**config.mk**
```make
export PLATFORM = sky130hd
export DESIGN_NAME = alu_op_sequencer
export DESIGN_NICKNAME = d
export VERILOG_FILES = /design/src/rtl/alu_op_sequencer.sv
export SDC_FILE = /design/constraint.sdc
export NUM_CORES = 1
export LEC_CHECK = 0
export ABC_AREA = 1
export BUFFER_PORTS_ARGS = -buffer_cell sky130_fd_sc_hd__buf_2
export CORE_ASPECT_RATIO = 1.1
export CORE_UTILIZATION = 40
export CTS_CLUSTER_SIZE = 28
export DETAILED_ROUTE_END_ITERATION = 8
export GPL_ROUTABILITY_DRIVEN = 0
export GPL_TIMING_DRIVEN = 1
export PLACE_DENSITY_LB_ADDON = 0.1
export SLEW_MARGIN = 10
export SYNTH_ARGS = -nofsm -noshare
export SYNTH_HDL_FRONTEND = slang
export SYNTH_SLANG_ARGS = --single-unit
```
**constraint.sdc**
```tcl
create_clock -name clk -period 3.7 [get_ports clk]
set_clock_uncertainty 0.2 [all_clocks]
set_input_delay 0.555 -clock clk [delete_from_list [all_inputs] [get_ports clk]]
set_output_delay 0.555 -clock clk [all_outputs]
set_load 0.03 [all_outputs]
```
**src/rtl/alu_op_sequencer.sv**
```systemverilog
// alu_op_sequencer: multi-cycle instruction sequencer in front of the register-file/ALU
// datapath. It accepts one 32-bit instruction at a time, drives the datapath read/write
// ports, and returns ALU results over a valid/ready port. Every instruction finishes its
// register write before the next one is accepted, so the datapath never sees a hazard.
//
// Ports:
//   clk, rst_n               rising-edge clock, asynchronous active-low reset
//   in_valid/in_ready        instruction handshake, in_instr = instruction word
//   res_valid/res_ready      result handshake, res_data = ALU result
//   opcode, a1, a2           datapath ALU operation and read addresses
//   we, a3, wd3              datapath register-file write port
//   result                   datapath ALU output (combinational from a1/a2/opcode)
//   err                      sticky illegal-instruction flag
//   retired                  wrapping count of completed legal instructions
//
// Instruction word: [31:30] class, [29:28] aluop, [27:23] rd, [22:18] rs1,
// [17:13] rs2; LOADI uses [17:0] as a zero-extended immediate.
module alu_op_sequencer #(
    parameter int unsigned CNT_W = 16
) (
    input  logic             clk,
    input  logic             rst_n,
    input  logic             in_valid,
    output logic             in_ready,
    input  logic [31:0]      in_instr,
    output logic             res_valid,
    input  logic             res_ready,
    output logic [31:0]      res_data,
    output logic [1:0]       opcode,
    output logic             we,
    output logic [4:0]       a1,
    output logic [4:0]       a2,
    output logic [4:0]       a3,
    output logic [31:0]      wd3,
    input  logic [31:0]      result,
    output logic             err,
    output logic [CNT_W-1:0] retired
);

    localparam int unsigned XLEN  = 32;
    localparam int unsigned REG_W = 5;
    localparam int unsigned OP_W  = 2;
    localparam int unsigned IMM_W = 18;

    localparam logic [1:0] CLS_LOADI   = 2'b00;
    localparam logic [1:0] CLS_ALU_WB  = 2'b01;
    localparam logic [1:0] CLS_ILLEGAL = 2'b11;

    typedef enum logic [1:0] {
        S_IDLE,
        S_EXEC,
        S_WB,
        S_OUT
    } state_e;

    state_e            state_q,     state_d;
    logic [XLEN-1:0]   instr_q,     instr_d;
    logic [XLEN-1:0]   res_q,       res_d;
    logic [CNT_W-1:0]  retired_q,   retired_d;
    logic              err_q,       err_d;

    logic              in_ready_q,  in_ready_d;
    logic              we_q,        we_d;
    logic              res_valid_q, res_valid_d;
    logic [XLEN-1:0]   res_data_q,  res_data_d;
    logic [OP_W-1:0]   opcode_q,    opcode_d;
    logic [REG_W-1:0]  a1_q,        a1_d;
    logic [REG_W-1:0]  a2_q,        a2_d;
    logic [REG_W-1:0]  a3_q,        a3_d;
    logic [XLEN-1:0]   wd3_q,       wd3_d;

    // Next-state logic, then output decode from the next state so outputs leave flops.
    always_comb begin
        state_d     = state_q;
        instr_d     = instr_q;
        res_d       = res_q;
        retired_d   = retired_q;
        err_d       = err_q;

        in_ready_d  = 1'b0;
        we_d        = 1'b0;
        res_valid_d = 1'b0;
        res_data_d  = '0;
        opcode_d    = '0;
        a1_d        = '0;
        a2_d        = '0;
        a3_d        = '0;
        wd3_d       = '0;

        case (state_q)
            S_IDLE: begin
                if (in_valid) begin
                    instr_d = in_instr;
                    if (in_instr[31:30] == CLS_ILLEGAL) begin
                        err_d = 1'b1;
                    end else if (in_instr[31:30] == CLS_LOADI) begin
                        state_d = S_WB;
                    end else begin
                        state_d = S_EXEC;
                    end
                end
            end
            S_EXEC: begin
                res_d   = result;
                state_d = (instr_q[31:30] == CLS_ALU_WB) ? S_WB : S_OUT;
            end
            S_WB: begin
                if (instr_q[31:30] == CLS_LOADI) begin
                    state_d   = S_IDLE;
                    retired_d = retired_q + CNT_W'(1);
                end else begin
                    state_d = S_OUT;
                end
            end
            S_OUT: begin
                if (res_ready) begin
                    state_d   = S_IDLE;
                    retired_d = retired_q + CNT_W'(1);
                end
            end
            default: state_d = S_IDLE;
        endcase

        case (state_d)
            S_IDLE: in_ready_d = 1'b1;
            S_EXEC: begin
                a1_d     = instr_d[22:18];
                a2_d     = instr_d[17:13];
                opcode_d = instr_d[29:28];
            end
            S_WB: begin
                we_d  = 1'b1;
                a3_d  = instr_d[27:23];
                wd3_d = (instr_d[31:30] == CLS_LOADI) ? XLEN'(instr_d[IMM_W-1:0]) : res_d;
            end
            S_OUT: begin
                res_valid_d = 1'b1;
                res_data_d  = res_d;
            end
            default: ;
        endcase
    end

    // State, datapath and output registers; reset drops any in-flight write or result.
    always_ff @(posedge clk or negedge rst_n) begin
        if (!rst_n) begin
            state_q     <= S_IDLE;
            instr_q     <= '0;
            res_q       <= '0;
            retired_q   <= '0;
            err_q       <= 1'b0;
            in_ready_q  <= 1'b1;
            we_q        <= 1'b0;
            res_valid_q <= 1'b0;
            res_data_q  <= '0;
            opcode_q    <= '0;
            a1_q        <= '0;
            a2_q        <= '0;
            a3_q        <= '0;
            wd3_q       <= '0;
        end else begin
            state_q     <= state_d;
            instr_q     <= instr_d;
            res_q       <= res_d;
            retired_q   <= retired_d;
            err_q       <= err_d;
            in_ready_q  <= in_ready_d;
            we_q        <= we_d;
            res_valid_q <= res_valid_d;
            res_data_q  <= res_data_d;
            opcode_q    <= opcode_d;
            a1_q        <= a1_d;
            a2_q        <= a2_d;
            a3_q        <= a3_d;
            wd3_q       <= wd3_d;
        end
    end

    assign in_ready  = in_ready_q;
    assign we        = we_q;
    assign res_valid = res_valid_q;
    assign res_data  = res_data_q;
    assign opcode    = opcode_q;
    assign a1        = a1_q;
    assign a2        = a2_q;
    assign a3        = a3_q;
    assign wd3       = wd3_q;
    assign err       = err_q;
    assign retired   = retired_q;

endmodule

```
Yosys cells after proc, flatten, opt, wreduce, memory -nomap -nowiden --
Index checks and enable logic that the tools add are counted.
Storage, ports and cells: register bits after elaboration 167, input bits 68, output and inout bits 101, logic and storage cells 56
Operators by class: add/subtract/negate cells 1, eq/ne operators 10, muxes and demuxes 23, reduce and logical (&&, ||, !) cells 8
Operator list (number):
- two-way mux 32 bit | 6
- two-way mux 16 bit | 2
- case mux 16 bit (2 select lines) | 1
- adder 16 x 1 -> 16 bit, second input constant | 1
- two-way mux 5 bit | 3
- two-way mux 2 bit | 6
- == test 2 bit, second input constant | 5
- logical NOT 2 bit | 5
- case mux 2 bit (4 select lines) | 1
- == test 2 x 1 -> 1 bit, second input constant | 3
- AND reduction 3 bit | 2
- two-way mux 1 bit | 4
- inequality test 2 bit, second input constant | 2
- nonzero test 2 bit | 1

Longest topological paths before layout --
Gate-level depths: netlist (run 1).
word-level depth 7, mapped depth 9, gate-level depth less buffers 9

Least setup slack after synthesis (run 1) --
No wires, ideal clock.
path type register to register, start register retired_q[1], in the netlist retired[1], end register retired_q[12], in the netlist retired[12], setup time 0.118 ns, arrival time 1.399 ns, data required time 3.382 ns, slack 1.983 ns, stages on the path, launching flop included 9, buffers on the path 0, period minus slack after synthesis 1.717 ns, path through dfrtp_1 > ha_1 > nand3_1 > nor2_1 > nand2_1 > nor2_1 > nand2_1 > nand2_1 > nand2_1
On the way: longest elaborated chain between the ends 3, elaborated cells on any way between the ends 4, those cells by class 1 x add/sub; 3 x mux
RTL lines:
- from (decl) | RTL line 59 | logic [CNT_W-1:0] retired_q, retired_d;
- from (signal assigned) | RTL line 165 | retired_q <= retired_d;
- adder 16 x 1 -> 16 bit * | RTL line 110, 118
- two-way mux 16 bit, on equally long branches | RTL line 116, 108
- case mux 16 bit (2 select lines) * | RTL line 90 | case (state_q)
Mark *: on every way between the ends. The rest lies on a longest branch, timed or not. The select of a mux whose other input is x is not followed. A chain may end at the register's enable or synchronous reset.

Worst setup path after layout (run 1) --
start register state_q[1], end register wd3_q[3], in the netlist wd3[3]
On the way: longest elaborated chain between the ends 5, elaborated cells on any way between the ends 14, those cells by class 4 x eq/ne; 8 x mux; 2 x reduce/logical
RTL lines:
- from (decl) | RTL line 56 | state_e state_q, state_d;
- from (signal assigned) | RTL line 162 | state_q <= state_d;
- two-way mux 2 bit / logical NOT 2 bit (equally long branches) | RTL line 94, 90
- two-way mux 2 bit / two-way mux 32 bit (equally long branches) | RTL line 92, 90
- case mux 2 bit (4 select lines) / logical NOT 2 bit (equally long branches) | RTL line 90, 134
- == test 2 bit / two-way mux 32 bit (equally long branches) | RTL line 124, 134
- two-way mux 32 bit * | RTL line 124 | case (state_d)
- via wd3_d[3] | RTL line 70 | logic [XLEN-1:0] wd3_q, wd3_d;
- to (signal assigned) | RTL line 175 | wd3_q <= wd3_d;
- to (decl) | RTL line 70
Mark *: on every way through the listed nets, which the timed path passes. The rest lies on a longest branch.

==> metrics.yaml, run 1 <==
run_status:
  status: "completed"
power:
  powerDensity_mw_per_mm2: 910.7
  ir_worst_vdd_mv: 0.3145
  p_leak_nw: 4.694
timing:
  slew_violations: 0
  setup_tns_ns: 0
  worst_pin_slew_ns: 0.7127
  fin_crit_ns: 2.756
  hold_violations: 0
  rsz0062_at_grt: "no"
  finalCritPeriodShare_pct: 74.50
  fmax_ghz: 0.3628
  max_slew_margin_pct: 52.49
  setup_violations: 0
worst_setup_path:
  cp_common_cell: "nand2_1"
  cp-end-kind: "flip-flop"
  startpoint_type: "flip-flop"
  worst_ep_required_time_ns: 3.84
  crit_cells: 9
  worstRegToRegCells: 9
  crit_family: "simple AND/OR/NAND/NOR gates"
  slowest_delay_ns: 0.48
  crit_buf_inv: 2
  cp_cell_sequence: "nor2_4 > nand2_4 > nand2_1 > nand2_1 > buf_4 > nand2_1 > buf_4 > nand2_1 > a21oi_1"
  path_max_fanout: 34
  worstSetupPathType: "reg -> reg"
  critPathArrivalTime_ns: 2.90
  critPathSlowestCell: "dfrtp_1"
synth:
  synth_top_cell_by_area: "dfrtp_1"
  synth_top_area_share_pct: 63.85
  synth_fp_nets: 758
  ys_seq_area_share_pct: 64.25
  synth-seq-cells: 167
  synthCells: 689
  syn-cell-area_mm2: 0.006506
  ys.warnings.count: 0
  yosysUniqueCellTypes: 29
  post_synth.cell_area_avg_um2: 9.443
  synth_area_leaders: "dfrtp_1 (64%), nand2_1 (14%), inv_1 (4.2%)"
worst_hold_path:
  min_path_cells: 3
  worst_hold_path_type: "in -> reg"
floorplanning:
  dieArea_mm2: 0.01678
  start_util_pct: 41.19
  core_mm2: 0.01580
  fp.dieH_um: 135.8
  row_count: 48
  io-pin-count: 169
  die-width_um: 123.6
grt:
  antenna_found_initial: 1
  grt_pass1_vias: 5042
  grt_overflow_total: 0
  grt_max_degree: 77
  grt_pass1_wl_um: 24980
  grt_use_total_pct: 19.75
routing:
  vias_per_cell: 4.636
  ant_nets: 0
  wl_per_cell_um: 14.56
  drt_iter0_markers: 253
  dr.pass1.iters: 4
  drc: 0
  vias: 4960
  finalWirelength_um: 15580
cts:
  clk_pin_slew_worst_paths_ns: 0.06
  clock_latency_ns: 0.42
  cts_tree: "yes"
  cts.sinks: 167
  clk_path_buf_depth: 2
  cts-buffers-inserted: 17
  htreeDepth: 4
  cts_root_buf: "clkbuf_16"
final_layout:
  fin_util_pct: 51.32
  area_delta_synth_final_pct: 24.60
  diodes: 0
  nets: 926
  drive_gt1_share_pct: 27.36
  final_area_mm2: 0.008107
place:
  dpl.hpwl_um: 10590
  placed_area_mm2: 0.007490
  place.port_buffers: 168
job:
  cap_violations: 0
-- what timing repair did --
action | 4_1_cts | 5_1_grt
hold endpoints to repair | 58 | 0
setup buffers | 0 | 0
hold buffers | 1 | 0
resized for setup | 0 | 0
-- cells by family after synthesis --
| group | Yosys count | share of synthesized area (%) |
|---|---|---|
| AOI/OAI and AO/OA | 43 | 3.673 |
| DFF | 167 | 64.25 |
| adders and majority gates | 1 | 0.1923 |
| and+or+nand+nor | 366 | 23.62 |
| buffers and inverters | 104 | 7.192 |
| xor gates and xnor gates | 8 | 1.077 |
-- per-stage QoR --
step                      power, mW  instances  hold slack, ns  setup slack [ns]
final                         7.383       1070          0.1693            0.9436
after global routing          7.920       1070          0.1574            0.6376
after CTS                     7.472       1070          0.1492            0.9227
after detailed placement      5.620       1037          0.2616            0.9387
after global placement        5.556       1037          0.2645             1.075
after floorplan               4.852        689         0.05941             1.983
-- state kept, by name (all words and copies together) (netlist names) --
name,flops
opcode,2
we,1
a3,5
a1,5
res_data,32
wd3,32
retired,16
state_q,2
in_ready,1
a2,5
instr_q,32
res_valid,1
res_q,32
err,1
-- power by group --
| part | leakage [nW] | internal [mW] | switching, mW | total (mW) |
|---|---|---|---|---|
| sequential | 2.14 | 2.48 | 0.229 | 2.71 |
| clock | 0.292 | 1.10 | 0.721 | 1.82 |
| combinational | 2.26 | 0.770 | 2.09 | 2.86 |
| total | 4.69 | 4.34 | 3.04 | 7.38 |
-- routing by layer --
metal  GRT usage [%]  vias to the layer above  wire [µm]
li1                -                     2450          -
met1           24.66                     2345       6771
met2           31.05                      139       7452
met3           6.650                       26       1016
met4           8.434                        0        344
met5               0                        -          0
-- worst paths after layout --
path                                   start           to  slack [ns]
worst max-delay path              state_q[1]       wd3[3]        0.94
worst min-delay path            in_instr[27]  instr_q[27]        0.17
worst max register to register    state_q[1]       wd3[3]        0.94
worst min register to register   instr_q[10]  instr_q[10]        0.27
max in group asynchronous              rst_n   instr_q[4]        1.72
min in group asynchronous              rst_n    opcode[0]        0.51
-- tightest hold or removal path: stages --
cell	delay (ns)
buf_2	0.09
o21ai_2	0.07
inv_1	0.05
-- Yosys cell counts --
| cell type | instances |
|---|---|
| nand2_1 | 249 |
| buf_6 | 4 |
| inv_1 | 72 |
| o21ai_0 | 8 |
| nand2_2 | 2 |
| nor3_1 | 4 |
| buf_2 | 14 |
| ha_1 | 1 |
| or2_2 | 7 |
| nor2_2 | 7 |
| xor2_1 | 4 |
| nand2_4 | 1 |
| clkbuf_1 | 3 |
| dfrtp_1 | 166 |
| dfstp_2 | 1 |
| o21bai_1 | 1 |
| nor2_4 | 3 |
| o21ai_2 | 5 |
| xnor2_1 | 4 |
| nand3b_1 | 1 |
| buf_4 | 8 |
| nor2_1 | 34 |
| or2_0 | 5 |
| o21ai_1 | 2 |
| nand4_1 | 4 |
| a21oi_1 | 26 |
| nand3_1 | 49 |
| o211ai_1 | 1 |
| inv_2 | 3 |
-- layout make-up --
class / count / area [µm²]
clock buffer: 20 / 456.7
clock inverter: 12 / 150.1
fill: 1556 / 7689
inverter: 75 / 281.5
multi-input combinational: 418 / 1863
sequential: 167 / 4180
tap: 200 / 250.2
timing repair buffer: 178 / 924.6
-- cells in the final DEF (no fill, tap or decap), types with 2 or more instances in the layout --
cell and count:
o21ai_2 5, nor2_2 7, nor2_1 34, o21ai_0 8
or2_0 5, or2_2 7, nand3_1 48, inv_2 3
dfrtp_1 166, a21oi_1 26, bufinv_16 3, clkinv_2 4
nand4_1 4, clkbuf_8 2, o21ai_1 2, nor3_1 4
clkbuf_16 17, nand2_1 249, inv_1 72, buf_4 9
buf_2 167, nand2_2 2, clkinvlp_4 3, xor2_1 4
nor2_4 3, xnor2_1 4
Power figures use the tool's default switching activity.
==> inputs of run 2 (changes only) <==
clock period = 2.45 ns   (was 3.7 ns; I/O delays follow)
==> run 2 against run 1 <==
Via count is 3.2% higher; core utilization is 2.1 points higher; clock power grew 39%; count of clock-buffer cells in the layout rose by 3; power increased by 49%; die area unchanged; hold slack worse by 0.16 ns; first-iteration DRC count increased by 33%; wire length shrank 0.52%; sequential share of layout area decreased by 2.0 points; fmax grew 40%; global-route usage fell by 0.17 points; largest power group unchanged.
==> metrics.yaml, run 2 (synthesis gave the netlist of run 1 again) <==
power:
  ir_worst_vdd_mv: 0.6173  # was 0.3145 mV
  powerDensity_mw_per_mm2: 1308  # was 910.7 mW/mm²
  p_total_mw: 11.03  # was 7.383 mW
  p_leak_nw: 4.833  # was 4.694 nW
worst_setup_path:
  path_max_fanout: 32  # was 34
  cp_cell_sequence: "nor2_4 > nand2_4 > nand2_1 > nand2_1 > nand2_1 > buf_4 > nand2_1 > a21oi_1"  # was nor2_4 > nand2_4 > nand2_1 > nand2_1 > buf_4 > nand2_1 > buf_4 > nand2_1 > a21oi_1
  crit_family: "simple AND/OR/NAND/NOR gates"  # unchanged
  cp-end-kind: "flip-flop"  # unchanged
  crit_buf_inv: 1  # was 2
  critPathSlowestCell: "dfrtp_1"  # unchanged
  worstSetupPathType: "reg -> reg"  # unchanged
  slowest_delay_ns: 0.49  # was 0.48 ns
  startpoint_type: "flip-flop"  # unchanged
  cp_common_cell: "nand2_1"  # unchanged
  worst_ep_required_time_ns: 2.59  # was 3.84 ns
  critPathArrivalTime_ns: 2.11  # was 2.90 ns
cts:
  clock_latency_ns: 0.42  # about the same
  htreeDepth: 4  # unchanged
  cts_root_buf: "clkbuf_16"  # unchanged
  cts_setup_buffers: 0  # unchanged
  cts-buffers-inserted: 17  # unchanged
  clk_pin_slew_worst_paths_ns: 0.06  # about the same
  clk_path_buf_depth: 2  # unchanged
  cts_tree: "yes"  # unchanged
  cts.sinks: 167  # unchanged
  ctsResizeCount: 0  # unchanged
  hold_buffers: 31  # was 1
timing:
  fmax_ghz: 0.5094  # was 0.3628 GHz
  hold_violations: 0  # unchanged
  finalCritPeriodShare_pct: 80.13  # was 74.50%
  max_slew_margin_pct: 61.24  # was 52.49%
  setup_tns_ns: 0  # unchanged
  setup_ws_ns: 0.4868  # was 0.9436 ns
  setup_violations: 0  # unchanged
  rsz0062_at_grt: "no"  # unchanged
  slew_violations: 0  # unchanged
  fin_crit_ns: 1.963  # was 2.756 ns
  worst_pin_slew_ns: 0.5806  # was 0.7127 ns
final_layout:
  drive_gt1_share_pct: 26.58  # was 27.36%
  area_delta_synth_final_pct: 29.63  # was 24.60%
  nFillCells: 1467  # was 1556
  nets: 961  # was 926
  diodes: 0  # unchanged
  final_cell_mix: "nand2_1 (249), buf_2 (167), dfrtp_1 (166)"  # unchanged
  layout_commonest_cell: "nand2_1"  # unchanged
floorplanning:
  io-pin-count: 169  # unchanged
  row_count: 48  # unchanged
  start_util_pct: 41.19  # unchanged
  fp.dieH_um: 135.8  # unchanged
  die-width_um: 123.6  # unchanged
  dieArea_mm2: 0.01678  # unchanged
  core_mm2: 0.01580  # unchanged
grt:
  grt_max_degree: 61  # was 77
  grt_pass1_wl_um: 24780  # was 24980 µm
  grt_pass1_vias: 5146  # was 5042
  antenna_found_initial: 0  # was 1
  grt_overflow_total: 0  # unchanged
  grt_use_total_pct: 19.59  # was 19.75%
place:
  place.port_buffers: 168  # unchanged
  pre_cts_ws_ns: 0.5011  # was 0.9387 ns
  dpl.hpwl_um: 10570  # was 10590 µm
routing:
  dr.pass1.iters: 6  # was 4
  vias_per_cell: 4.642  # was 4.636
  vias: 5120  # was 4960
  drt_iter0_markers: 336  # was 253
  drc: 0  # unchanged
  wl_per_cell_um: 14.06  # was 14.56 µm
  finalWirelength_um: 15500  # was 15580 µm
  ant_nets: 0  # unchanged
worst_hold_path:
  worst_hold_path_type: "in -> reg"  # unchanged
run_status:
  status: "completed"  # unchanged
job:
  cap_violations: 0  # unchanged
[run 2: stage by stage]
step	area (µm²)	util [%]	hold WS, ns	cells
2_1_floorplan	6506	-	-0.1281	689
3_3_place_gp	7565	47.89	0.1176	1042
3_5_place_dp	7565	47.89	0.1233	1042
4_1_cts	8434	53.40	0.001383	1103
5_1_grt	8434	53.40	0.01105	1103
6_report	8434	53.40	0.01381	1103
[run 2: power by group]
part / switching (mW) / leakage, nW / internal [mW]
Clock: 1.04 / 0.267 / 1.49
Sequential: 0.349 / 2.14 / 3.74
Combinational: 3.16 / 2.43 / 1.25
[run 2: metal layers]
layer	up-vias	wire length [µm]	global-route usage, %
met1	2438	6883	24.70
met2	142	7568	32.10
met5	-	0	0
met4	0	282	7.497
met3	19	770	4.924
li1	2521	-	-
[run 2: worst paths after layout]
kind                               end  slack (ns)   startpoint  cells past startpoint
hold reg to reg            instr_q[12]        0.27  instr_q[12]                      2
max in group asynchronous       wd3[7]        1.15        rst_n                      3
setup reg to reg               wd3[11]        0.49   state_q[1]                      8
hold / removal                res_q[6]        0.01    result[6]                      3
min in group asynchronous    opcode[0]        0.23        rst_n                      2
setup / recovery               wd3[11]        0.49   state_q[1]                      8
[run 2: final cells by class]
type / count / area, µm² / share of cell area (%)
sequential: 167 / 4180 / 49.56
inverter: 75 / 281.5 / 3.338
clock inverter: 7 / 71.32 / 0.8456
multi-input combinational: 418 / 1863 / 22.09
tap: 200 / 250.2 / 2.967
timing repair buffer: 213 / 1300 / 15.41
clock buffer: 23 / 488.0 / 5.785
[run 2: worst reg2reg max path, delay by kind of cell (launching register included)]
kind            cells  cell delay [ns]
compound gates      1             0.14
buf+inv             1             0.35
flops               1             0.49
simple gates        6             0.72
